**src/rtl/riscv_victim_ctrl_if.sv**
```systemverilog
// Bundle of the L1-miss, victim-cache and memory-port signals seen by riscv_victim_ctrl.
// master = controller side, slave = environment (L1 FSM, VC array, memory).
`ifndef TAG_BITS
`define TAG_BITS 8
`endif
`ifndef IDX_BITS
`define IDX_BITS 4
`endif
`ifndef BLK_SIZE
`define BLK_SIZE 32
`endif

interface riscv_victim_ctrl_if #(
  parameter int TAG_W = `TAG_BITS,
  parameter int IDX_W = `IDX_BITS,
  parameter int BLK_W = `BLK_SIZE
);
  logic                   miss_val, miss_rdy;
  logic [TAG_W-1:0]       miss_tag;
  logic [IDX_W-1:0]       miss_idx;
  logic                   evict_val, evict_dirty;
  logic [TAG_W-1:0]       evict_tag;
  logic [BLK_W-1:0]       evict_data;
  logic                   fill_val, fill_dirty, fill_from_vc;
  logic [BLK_W-1:0]       fill_data;
  logic                   vc_lookup_en;
  logic [TAG_W-1:0]       vc_lookup_tag;
  logic [IDX_W-1:0]       vc_lookup_idx;
  logic                   vc_lookup_hit, vc_lookup_way, vc_repl_way;
  logic [BLK_W-1:0]       vc_lookup_data;
  logic [1:0]             vc_valid_bits;
  logic                   vc_write_en, vc_write_way, vc_write_valid;
  logic [TAG_W-1:0]       vc_write_tag;
  logic [IDX_W-1:0]       vc_write_idx;
  logic [BLK_W-1:0]       vc_write_data;
  logic                   memreq_val, memreq_rdy, memreq_type;
  logic [TAG_W+IDX_W-1:0] memreq_addr;
  logic [BLK_W-1:0]       memreq_data;
  logic                   memresp_val;
  logic [BLK_W-1:0]       memresp_data;

  modport master (
    input  miss_val, miss_tag, miss_idx, evict_val, evict_dirty, evict_tag, evict_data,
           vc_lookup_hit, vc_lookup_way, vc_lookup_data, vc_valid_bits, vc_repl_way,
           memreq_rdy, memresp_val, memresp_data,
    output miss_rdy, fill_val, fill_data, fill_dirty, fill_from_vc,
           vc_lookup_en, vc_lookup_tag, vc_lookup_idx,
           vc_write_en, vc_write_way, vc_write_tag, vc_write_idx, vc_write_data, vc_write_valid,
           memreq_val, memreq_type, memreq_addr, memreq_data
  );

  modport slave (
    output miss_val, miss_tag, miss_idx, evict_val, evict_dirty, evict_tag, evict_data,
           vc_lookup_hit, vc_lookup_way, vc_lookup_data, vc_valid_bits, vc_repl_way,
           memreq_rdy, memresp_val, memresp_data,
    input  miss_rdy, fill_val, fill_data, fill_dirty, fill_from_vc,
           vc_lookup_en, vc_lookup_tag, vc_lookup_idx,
           vc_write_en, vc_write_way, vc_write_tag, vc_write_idx, vc_write_data, vc_write_valid,
           memreq_val, memreq_type, memreq_addr, memreq_data
  );
endinterface

```
**src/rtl/riscv_victim_ctrl.sv**
```systemverilog
// L1-miss controller for a 2-way victim cache: swap on VC hit, else memory fill plus victim insert/writeback.
// Hit fills 2 cycles after accept; one miss in flight; memreq fields held while memreq_rdy=0. Counters: RISCV_VICTIM_CTRL_PERF_EN.
`ifndef TAG_BITS
`define TAG_BITS 8
`endif
`ifndef IDX_BITS
`define IDX_BITS 4
`endif
`ifndef BLK_SIZE
`define BLK_SIZE 32
`endif

module riscv_victim_ctrl #(
  parameter int TAG_W = `TAG_BITS,
  parameter int IDX_W = `IDX_BITS,
  parameter int BLK_W = `BLK_SIZE
) (
  input  logic                clk,
  input  logic                reset,
  riscv_victim_ctrl_if.master bus,
  output logic [31:0]         perf_hit,
  output logic [31:0]         perf_miss,
  output logic [31:0]         perf_wb
);

  typedef enum logic [2:0] {
    S_IDLE, S_LOOKUP, S_SWAP, S_RD_REQ, S_RD_WAIT, S_VC_RD, S_WB_REQ, S_INSERT
  } state_t;

  typedef struct packed {
    logic [TAG_W-1:0] tag;
    logic [IDX_W-1:0] idx;
    logic             ev_val;
    logic             ev_dirty;
    logic [TAG_W-1:0] ev_tag;
    logic [BLK_W-1:0] ev_data;
  } req_t;

  state_t           state_q, state_d;
  req_t             req_q, req_d;
  logic             way_q, way_d, repl_q, repl_d;
  logic [BLK_W-1:0] data_q, data_d;
  // The VC array keeps no dirty bit, so the controller tracks what it wrote per way.
  logic [TAG_W-1:0] sh_tag_q [2];
  logic [TAG_W-1:0] sh_tag_d [2];
  logic [IDX_W-1:0] sh_idx_q [2];
  logic [IDX_W-1:0] sh_idx_d [2];
  logic [1:0]       sh_dirty_q, sh_dirty_d;

  always_ff @(posedge clk or posedge reset) begin
    if (reset) begin
      state_q    <= S_IDLE;
      req_q      <= '0;
      way_q      <= 1'b0;
      repl_q     <= 1'b0;
      data_q     <= '0;
      sh_tag_q   <= '{default: '0};
      sh_idx_q   <= '{default: '0};
      sh_dirty_q <= '0;
    end else begin
      state_q    <= state_d;
      req_q      <= req_d;
      way_q      <= way_d;
      repl_q     <= repl_d;
      data_q     <= data_d;
      sh_tag_q   <= sh_tag_d;
      sh_idx_q   <= sh_idx_d;
      sh_dirty_q <= sh_dirty_d;
    end
  end

  always_comb begin
    state_d    = state_q;
    req_d      = req_q;
    way_d      = way_q;
    repl_d     = repl_q;
    data_d     = data_q;
    sh_tag_d   = sh_tag_q;
    sh_idx_d   = sh_idx_q;
    sh_dirty_d = sh_dirty_q;
    case (state_q)
      S_IDLE: if (bus.miss_val) begin
        req_d.tag      = bus.miss_tag;
        req_d.idx      = bus.miss_idx;
        req_d.ev_val   = bus.evict_val;
        req_d.ev_dirty = bus.evict_dirty;
        req_d.ev_tag   = bus.evict_tag;
        req_d.ev_data  = bus.evict_data;
        state_d        = S_LOOKUP;
      end
      S_LOOKUP: begin
        way_d   = bus.vc_lookup_way;
        repl_d  = bus.vc_repl_way;
        data_d  = bus.vc_lookup_data;
        state_d = bus.vc_lookup_hit ? S_SWAP : S_RD_REQ;
      end
      S_SWAP: begin
        sh_dirty_d[way_q] = req_q.ev_val & req_q.ev_dirty;
        if (req_q.ev_val) begin
          sh_tag_d[way_q] = req_q.ev_tag;
          sh_idx_d[way_q] = req_q.idx;
        end
        state_d = S_IDLE;
      end
      S_RD_REQ: if (bus.memreq_rdy) state_d = S_RD_WAIT;
      S_RD_WAIT: if (bus.memresp_val) begin
        if (!req_q.ev_val)
          state_d = S_IDLE;
        else if (bus.vc_valid_bits[repl_q] && sh_dirty_q[repl_q])
          state_d = S_VC_RD;
        else
          state_d = S_INSERT;
      end
      S_VC_RD: begin
        data_d  = bus.vc_lookup_data;
        state_d = S_WB_REQ;
      end
      S_WB_REQ: if (bus.memreq_rdy) state_d = S_INSERT;
      S_INSERT: begin
        sh_dirty_d[repl_q] = req_q.ev_dirty;
        sh_tag_d[repl_q]   = req_q.ev_tag;
        sh_idx_d[repl_q]   = req_q.idx;
        state_d            = S_IDLE;
      end
      default: state_d = S_IDLE;
    endcase
  end

  always_comb begin
    bus.miss_rdy       = (state_q == S_IDLE) && !reset;
    bus.fill_val       = 1'b0;
    bus.fill_data      = '0;
    bus.fill_dirty     = 1'b0;
    bus.fill_from_vc   = 1'b0;
    bus.vc_lookup_en   = 1'b0;
    bus.vc_lookup_tag  = '0;
    bus.vc_lookup_idx  = '0;
    bus.vc_write_en    = 1'b0;
    bus.vc_write_way   = 1'b0;
    bus.vc_write_tag   = '0;
    bus.vc_write_idx   = '0;
    bus.vc_write_data  = '0;
    bus.vc_write_valid = 1'b0;
    bus.memreq_val     = 1'b0;
    bus.memreq_type    = 1'b0;
    bus.memreq_addr    = '0;
    bus.memreq_data    = '0;
    case (state_q)
      S_LOOKUP: begin
        bus.vc_lookup_en  = 1'b1;
        bus.vc_lookup_tag = req_q.tag;
        bus.vc_lookup_idx = req_q.idx;
      end
      S_SWAP: begin
        bus.fill_val     = 1'b1;
        bus.fill_data    = data_q;
        bus.fill_dirty   = sh_dirty_q[way_q];
        bus.fill_from_vc = 1'b1;
        bus.vc_write_en  = 1'b1;
        bus.vc_write_way = way_q;
        bus.vc_write_idx = req_q.idx;
        if (req_q.ev_val) begin
          bus.vc_write_tag   = req_q.ev_tag;
          bus.vc_write_data  = req_q.ev_data;
          bus.vc_write_valid = 1'b1;
        end
      end
      S_RD_REQ: begin
        bus.memreq_val  = 1'b1;
        bus.memreq_addr = {req_q.tag, req_q.idx};
      end
      S_RD_WAIT: begin
        bus.fill_val  = bus.memresp_val;
        bus.fill_data = bus.memresp_data;
      end
      S_VC_RD: begin
        bus.vc_lookup_en  = 1'b1;
        bus.vc_lookup_tag = sh_tag_q[repl_q];
        bus.vc_lookup_idx = sh_idx_q[repl_q];
      end
      S_WB_REQ: begin
        bus.memreq_val  = 1'b1;
        bus.memreq_type = 1'b1;
        bus.memreq_addr = {sh_tag_q[repl_q], sh_idx_q[repl_q]};
        bus.memreq_data = data_q;
      end
      S_INSERT: begin
        bus.vc_write_en    = 1'b1;
        bus.vc_write_way   = repl_q;
        bus.vc_write_tag   = req_q.ev_tag;
        bus.vc_write_idx   = req_q.idx;
        bus.vc_write_data  = req_q.ev_data;
        bus.vc_write_valid = 1'b1;
      end
      default: ;
    endcase
  end

`ifdef RISCV_VICTIM_CTRL_PERF_EN
  logic [31:0] perf_hit_q, perf_hit_d, perf_miss_q, perf_miss_d, perf_wb_q, perf_wb_d;

  always_comb begin
    perf_hit_d  = perf_hit_q;
    perf_miss_d = perf_miss_q;
    perf_wb_d   = perf_wb_q;
    if (state_q == S_LOOKUP && state_d == S_SWAP)   perf_hit_d  = perf_hit_q + 32'd1;
    if (state_q == S_LOOKUP && state_d == S_RD_REQ) perf_miss_d = perf_miss_q + 32'd1;
    if (state_q == S_WB_REQ && bus.memreq_rdy)      perf_wb_d   = perf_wb_q + 32'd1;
  end

  always_ff @(posedge clk or posedge reset) begin
    if (reset) begin
      perf_hit_q  <= '0;
      perf_miss_q <= '0;
      perf_wb_q   <= '0;
    end else begin
      perf_hit_q  <= perf_hit_d;
      perf_miss_q <= perf_miss_d;
      perf_wb_q   <= perf_wb_d;
    end
  end

  assign perf_hit  = perf_hit_q;
  assign perf_miss = perf_miss_q;
  assign perf_wb   = perf_wb_q;
`else
  assign perf_hit  = '0;
  assign perf_miss = '0;
  assign perf_wb   = '0;
`endif

endmodule

```
**src/flat_wrapper.sv**
```systemverilog
// flat-port wrapper written by rule: the top's interface ports become plain ports
module riscv_victim_ctrl_flat 
#(
  parameter int TAG_W = `TAG_BITS,
  parameter int IDX_W = `IDX_BITS,
  parameter int BLK_W = `BLK_SIZE
)
  (clk, reset, perf_hit, perf_miss, perf_wb, bus_miss_val, bus_miss_tag, bus_miss_idx, bus_evict_val, bus_evict_dirty, bus_evict_tag, bus_evict_data, bus_vc_lookup_hit, bus_vc_lookup_way, bus_vc_lookup_data, bus_vc_valid_bits, bus_vc_repl_way, bus_memreq_rdy, bus_memresp_val, bus_memresp_data, bus_miss_rdy, bus_fill_val, bus_fill_data, bus_fill_dirty, bus_fill_from_vc, bus_vc_lookup_en, bus_vc_lookup_tag, bus_vc_lookup_idx, bus_vc_write_en, bus_vc_write_way, bus_vc_write_tag, bus_vc_write_idx, bus_vc_write_data, bus_vc_write_valid, bus_memreq_val, bus_memreq_type, bus_memreq_addr, bus_memreq_data);
  riscv_victim_ctrl_if #(.TAG_W(TAG_W), .IDX_W(IDX_W), .BLK_W(BLK_W)) bus_i ();
  input  logic clk;
  input  logic reset;
  output logic [31:0] perf_hit;
  output logic [31:0] perf_miss;
  output logic [31:0] perf_wb;
  input wire logic [$bits(bus_i.miss_val)-1:0] bus_miss_val;
  input wire logic [$bits(bus_i.miss_tag)-1:0] bus_miss_tag;
  input wire logic [$bits(bus_i.miss_idx)-1:0] bus_miss_idx;
  input wire logic [$bits(bus_i.evict_val)-1:0] bus_evict_val;
  input wire logic [$bits(bus_i.evict_dirty)-1:0] bus_evict_dirty;
  input wire logic [$bits(bus_i.evict_tag)-1:0] bus_evict_tag;
  input wire logic [$bits(bus_i.evict_data)-1:0] bus_evict_data;
  input wire logic [$bits(bus_i.vc_lookup_hit)-1:0] bus_vc_lookup_hit;
  input wire logic [$bits(bus_i.vc_lookup_way)-1:0] bus_vc_lookup_way;
  input wire logic [$bits(bus_i.vc_lookup_data)-1:0] bus_vc_lookup_data;
  input wire logic [$bits(bus_i.vc_valid_bits)-1:0] bus_vc_valid_bits;
  input wire logic [$bits(bus_i.vc_repl_way)-1:0] bus_vc_repl_way;
  input wire logic [$bits(bus_i.memreq_rdy)-1:0] bus_memreq_rdy;
  input wire logic [$bits(bus_i.memresp_val)-1:0] bus_memresp_val;
  input wire logic [$bits(bus_i.memresp_data)-1:0] bus_memresp_data;
  output wire logic [$bits(bus_i.miss_rdy)-1:0] bus_miss_rdy;
  output wire logic [$bits(bus_i.fill_val)-1:0] bus_fill_val;
  output wire logic [$bits(bus_i.fill_data)-1:0] bus_fill_data;
  output wire logic [$bits(bus_i.fill_dirty)-1:0] bus_fill_dirty;
  output wire logic [$bits(bus_i.fill_from_vc)-1:0] bus_fill_from_vc;
  output wire logic [$bits(bus_i.vc_lookup_en)-1:0] bus_vc_lookup_en;
  output wire logic [$bits(bus_i.vc_lookup_tag)-1:0] bus_vc_lookup_tag;
  output wire logic [$bits(bus_i.vc_lookup_idx)-1:0] bus_vc_lookup_idx;
  output wire logic [$bits(bus_i.vc_write_en)-1:0] bus_vc_write_en;
  output wire logic [$bits(bus_i.vc_write_way)-1:0] bus_vc_write_way;
  output wire logic [$bits(bus_i.vc_write_tag)-1:0] bus_vc_write_tag;
  output wire logic [$bits(bus_i.vc_write_idx)-1:0] bus_vc_write_idx;
  output wire logic [$bits(bus_i.vc_write_data)-1:0] bus_vc_write_data;
  output wire logic [$bits(bus_i.vc_write_valid)-1:0] bus_vc_write_valid;
  output wire logic [$bits(bus_i.memreq_val)-1:0] bus_memreq_val;
  output wire logic [$bits(bus_i.memreq_type)-1:0] bus_memreq_type;
  output wire logic [$bits(bus_i.memreq_addr)-1:0] bus_memreq_addr;
  output wire logic [$bits(bus_i.memreq_data)-1:0] bus_memreq_data;
  assign bus_i.miss_val = bus_miss_val;
  assign bus_i.miss_tag = bus_miss_tag;
  assign bus_i.miss_idx = bus_miss_idx;
  assign bus_i.evict_val = bus_evict_val;
  assign bus_i.evict_dirty = bus_evict_dirty;
  assign bus_i.evict_tag = bus_evict_tag;
  assign bus_i.evict_data = bus_evict_data;
  assign bus_i.vc_lookup_hit = bus_vc_lookup_hit;
  assign bus_i.vc_lookup_way = bus_vc_lookup_way;
  assign bus_i.vc_lookup_data = bus_vc_lookup_data;
  assign bus_i.vc_valid_bits = bus_vc_valid_bits;
  assign bus_i.vc_repl_way = bus_vc_repl_way;
  assign bus_i.memreq_rdy = bus_memreq_rdy;
  assign bus_i.memresp_val = bus_memresp_val;
  assign bus_i.memresp_data = bus_memresp_data;
  assign bus_miss_rdy = bus_i.miss_rdy;
  assign bus_fill_val = bus_i.fill_val;
  assign bus_fill_data = bus_i.fill_data;
  assign bus_fill_dirty = bus_i.fill_dirty;
  assign bus_fill_from_vc = bus_i.fill_from_vc;
  assign bus_vc_lookup_en = bus_i.vc_lookup_en;
  assign bus_vc_lookup_tag = bus_i.vc_lookup_tag;
  assign bus_vc_lookup_idx = bus_i.vc_lookup_idx;
  assign bus_vc_write_en = bus_i.vc_write_en;
  assign bus_vc_write_way = bus_i.vc_write_way;
  assign bus_vc_write_tag = bus_i.vc_write_tag;
  assign bus_vc_write_idx = bus_i.vc_write_idx;
  assign bus_vc_write_data = bus_i.vc_write_data;
  assign bus_vc_write_valid = bus_i.vc_write_valid;
  assign bus_memreq_val = bus_i.memreq_val;
  assign bus_memreq_type = bus_i.memreq_type;
  assign bus_memreq_addr = bus_i.memreq_addr;
  assign bus_memreq_data = bus_i.memreq_data;
  riscv_victim_ctrl #(.TAG_W(TAG_W), .IDX_W(IDX_W), .BLK_W(BLK_W)) u_core (.clk(clk), .reset(reset), .bus(bus_i), .perf_hit(perf_hit), .perf_miss(perf_miss), .perf_wb(perf_wb));
endmodule
```
**config.mk**
```make
export PLATFORM = sky130hd
export DESIGN_NAME = riscv_victim_ctrl_flat
export DESIGN_NICKNAME = d
export VERILOG_FILES = /design/src/rtl/riscv_victim_ctrl_if.sv /design/src/rtl/riscv_victim_ctrl.sv /design/src/flat_wrapper.sv
export SDC_FILE = /design/constraint.sdc
export NUM_CORES = 1
export LEC_CHECK = 0
export ABC_AREA = 1
export CORE_AREA = 2 2 143 145
export DETAILED_ROUTE_END_ITERATION = 6
export DIE_AREA = 0 0 145 147
export PLACE_DENSITY_LB_ADDON = 0.08
export RECOVER_POWER = 100
export SYNTH_ARGS = -nofsm -noshare
export SYNTH_HDL_FRONTEND = slang
export SYNTH_SLANG_ARGS = --single-unit
```
**constraint.sdc**
```tcl
create_clock -name clk -period 3.8 [get_ports clk]
set_input_delay 0.57 -clock clk [delete_from_list [all_inputs] [get_ports clk]]
set_output_delay 0.57 -clock clk [all_outputs]
set_load 0.05 [all_outputs]
```
Yosys cells after proc, flatten, opt, wreduce, memory -nomap -nowiden
Index checks and enable logic that the tools add are counted.
Word-level totals
  flip-flop bits (word level): 117
  word-level logic and storage cells: 116
Operators by class
  order comparisons: 8
  eq/ne operators: 12
  multiplexer cells: 63
  bitwise operators: 3
  reductions and logical operators: 15
Operators by type and width (number)
  case mux 32 bit (2 select lines): 2
  two-way mux 32 bit: 2
  two-way mux 8 bit: 7
  case mux 8 bit (2 select lines): 3
  bitwise mux 16 bit: 2
  case mux 16 bit (2 select lines): 1
  two-way mux 4 bit: 6
  case mux 12 bit (2 select lines): 1
  case mux 3 bit (7 select lines): 1
  bitwise mux 8 bit: 2
  demux 8 bit (select 1 bit): 2
  two-way mux 1 bit: 16
  two-way mux 16 bit: 1
  two-way mux 3 bit: 5
  equality test 3 bit (second input constant): 4
  demux 4 bit (select 1 bit): 2
  != test 2 bit (second input constant): 4
  case mux 4 bit (2 select lines): 1
  equality test 3 x 2 -> 1 bit (second input constant): 2
  logical AND 1 bit: 6
  case mux 1 bit (2 select lines): 3
  OR reduction 2 bit: 3
  bitwise mux 2 bit: 2
  >= comparator 2 bit (second input constant): 2
  other kinds (15): 21

Longest topological paths before layout
  depth after elaboration: 8
  gate-level depth with buffers: 10
  mapped depth without buffers: 8

Worst setup path after synthesis
No wires, ideal clock.
  path kind: register to output
  from: register u_core.state_q[0]
  to: output bus_fill_data[24]
  arrival: 2048 ps
  data required time: 3230 ps
  setup slack: 1182 ps
  cell stages (with the launch flop): 6
  path buffers: 2
  cell sequence: dfrtp_1 > buf_4 > nor2_4 > nand2_1 > clkbuf_1 > o21ai_0
On the way
  word-level cells in the longest chain between the ends: 2
  elaborated cells on any way between the ends: 3
  classes of those cells: eq/ne: 2; mux: 1
Ends and longest elaborated chain
  from (decl): RTL line riscv_victim_ctrl.sv:39  | state_t state_q, state_d;
  from (signal assigned): RTL line riscv_victim_ctrl.sv:61  | state_q <= state_d;
  equality test 3 bit / equality test 3 x 2 -> 1 bit (equally long branches): RTL line riscv_victim_ctrl.sv:148  | case (state_q)
  case mux 32 bit (2 select lines) *: RTL line riscv_victim_ctrl.sv:148
  to (decl): RTL line flat_wrapper.sv:32  | output wire logic [$bits(bus_i.fill_data)-1:0] bus_fill_data;
Mark *: on every way between the ends. The rest lies on a longest branch, timed or not.

Final worst setup path
  from: register u_core.state_q[0]
  to: output bus_memreq_data[2]
On the way
  word-level cells in the longest chain between the ends: 2
Ends and longest elaborated chain
  equality test 3 bit: RTL line riscv_victim_ctrl.sv:148
  two-way mux 32 bit: RTL line riscv_victim_ctrl.sv:148
  to (decl): RTL line flat_wrapper.sv:47  | output wire logic [$bits(bus_i.memreq_data)-1:0] bus_memreq_data;
No other way between the ends.

==> flow_summary.json <==
{
  "cts_root_buf": "clkbuf_16",
  "cts_resized": 0,
  "drt_wl_total_mm": 20.5,
  "rows": 52,
  "fin_util_pct": 47.2,
  "grt_pass1_vias": 5751,
  "synth.distinct_cells": 23,
  "cp.arrival_ns": 2.88,
  "status": "complete, but fails checks",
  "insertion_delay_ns": 0.41,
  "fin_crit_sh_pct": 90.7,
  "diodes": 0,
  "synth_area_leaders": "dfrtp_1, buf_4, nand2_1",
  "grt_pass1_wl_mm": 32.3,
  "cts_buffers": 17,
  "ir_worst_vdd_v": 0.000321,
  "cap_violations": 2,
  "grt_max_degree": 85,
  "use_met3_pct": 7.33,
  "slew_headroom_pct": -23.4,
  "leakagePower_nw": 4.42,
  "synth-edff-count": 0,
  "num_io_pins": 366,
  "drtIter0Drc": 194,
  "synth_common_cells": "nand2_1, dfrtp_1, buf_4, o21ai_0, inv_1",
  "design.core.area_sq_um": 19800,
  "antenna_found_initial": 1,
  "final_nets": 1236,
  "hold_violations": 0,
  "clock.fmax_mhz": 290,
  "yosys.cell_count.top_type": "nand2_1",
  "worstSetupStartpointType": "flop",
  "drc_errors": 0,
  "gp_congestion": 0.777,
  "hold_path.class": "flop to flop",
  "netlist_area_sq_um": 6630,
  "chipWidth_microns": 145,
  "p_per_area_nw_per_um2": 820,
  "yosys.area.top_type": "dfrtp_1",
  "antenna_left": 0,
  "finalSetupViolations": 0,
  "async_reset_ff_share_pct": 100,
  "synth.yosys.warnings": 0,
  "crit_fanout": 33,
  "cts_tree": "done",
  "tightest_slew_ns": 1.84,
  "initial_utilization_pct": 33.4,
  "finalSetupTns_ns": 0,
  "clockBufferDepth": 2,
  "postLayoutSetupSlackWorst_ns": 0.353,
  "ys_ff_latch": 117,
  "place_ws_ns": 0.992,
  "violations": "max-capacitance violations, max-slew violations",
  "wire_per_inst_microns": 14.7,
  "die_height_microns": 147,
  "place.port_buffers": 269,
  "synthFlopType": "dfrtp_1",
  "endpoint_kind": "output pin",
  "synthToLayoutAreaGrowth_pct": 41.1,
  "cp_data_required_time_ns": 3.23,
  "vias": 6044,
  "finClkSkew_ns": 0.00640,
  "synthCells": 864,
  "ctsHtreeMaxLevel": 4,
  "cts_setup_buffers": 0,
  "final-max-slew-violation-count": 63,
  "ys_seq_area_share_pct": 44.1,
  "busiest_layer": "met2",
  "yosys.area.top_type_share_pct": 44.1,
  "globalRouteMet1Util_pct": 25.2,
  "cts-hold-fix-buffers": 0,
  "path_class": "flop to output pin",
  "period_needed_ns": 3.45,
  "grt_util_all_layers_pct": 19.2,
  "syn_avg_cell_area_sq_um": 7.68,
  "die_area_sq_um": 21300,
  "clk_pin_slew_ns": 0.06,
  "cts.sink_count": 117,
  "overflow": 0,
  "rsz0062_at_grt": "no",
  "dp_hpwl_mm": 15.1,
  "routed_via_density": 4.35,
  "drive_gt1_share_pct": 8.30,
  "firstDrtPassIters": 5,
  "use_met2_pct": 29.1
}
## flip-flops by register name, indices dropped and copies added (netlist names)
| signal | flops |
|---|---|
| u_core.sh_idx_q | 8 |
| u_core.sh_tag_q | 16 |
| u_core.data_q | 32 |
| u_core.sh_dirty_q | 2 |
| u_core.way_q | 1 |
| u_core.req_q | 54 |
| u_core.state_q | 3 |
| u_core.repl_q | 1 |
## layout make-up
type	instances	area (sq um)
multi-input cells	588	2610
repair buffers	278	2400
well taps	270	338
clock buffers	19	453
inverters	106	399
fillers	2094	10500
flip-flops and latches	117	2930
clock inverters	13	228
## path summary, 6_finish.rpt
| path | from | to | slack (ns) | cells past startpoint |
|---|---|---|---|---|
| worst min-delay path | u_core.sh_tag_q[8]$_DFFE_PP0P_ | u_core.sh_tag_q[8]$_DFFE_PP0P_ | 0.47 | 2 |
| worst min register to register | u_core.sh_tag_q[8]$_DFFE_PP0P_ | u_core.sh_tag_q[8]$_DFFE_PP0P_ | 0.47 | 2 |
| min in group asynchronous | reset | u_core.data_q[25]$_DFFE_PP0P_ | 1.09 | 2 |
| worst max-delay path | u_core.state_q[0]$_DFFE_PP0P_ | bus_memreq_data[2] | 0.35 | 5 |
| worst max register to register | u_core.state_q[2]$_DFFE_PP0P_ | u_core.req_q[14]$_DFFE_PP0P_ | 1.00 | 5 |
| max in group asynchronous | reset | u_core.sh_idx_q[6]$_DFFE_PP0P_ | 1.32 | 3 |
## kinds of logic (layout without fill, tap and decap cells)
kind of cell / Yosys count / in the layout / share of synthesized area [%]
flops: 117 / 117 / 44.1
mux: 12 / 12 / 1.81
buf+inv: 254 / 416 / 21.5
compound gates: 148 / 148 / 11.7
simple gates: 332 / 332 / 20.8
other cells: 1 / 96 / 0.0565
## critical path, cell delays in order (launching register included)
cell,delay [ns]
dfrtp_1,0.51
inv_1,0.19
nand3_1,0.55
clkbuf_2,0.65
nor2_1,0.25
clkbuf_2,0.31
## cell usage in the layout, fill, tap and decap left out, types with 30 or more instances in the layout
cell type	instances
nor2_1	83
buf_12	30
nand3_1	65
clkdlybuf4s50_1	126
clkbuf_1	92
conb_1	96
o21ai_0	120
dfrtp_1	117
inv_1	104
nand2_1	181
## power by group
part | total (mW) | switching [mW] | internal (mW)
clock network | 1.84 | 0.583 | 1.26
registers | 2.15 | 0.306 | 1.85
logic | 3.67 | 2.79 | 0.880
total | 7.67 | 3.68 | 3.99
## through the flow
stage	instance area [sq um]	std cells	hold slack, ns	power [mW]
final	9360	1391	0.466	7.67
after global routing	9360	1391	0.477	8.21
after CTS	10400	1391	0.471	8.19
after detailed placement	9680	1359	0.457	6.32
after global placement	9680	1359	0.453	6.29
after floorplan	6990	959	0.441	5.05
## metal layers
| metal | vias up | share of wire, % |
|---|---|---|
| met5 | - | 0.078 |
| met4 | 2 | 1.7 |
| met3 | 25 | 8.4 |
| met2 | 235 | 46 |
| met1 | 2771 | 44 |
| li1 | 3011 | - |
Note: power is estimated with default switching activity, not from simulation.
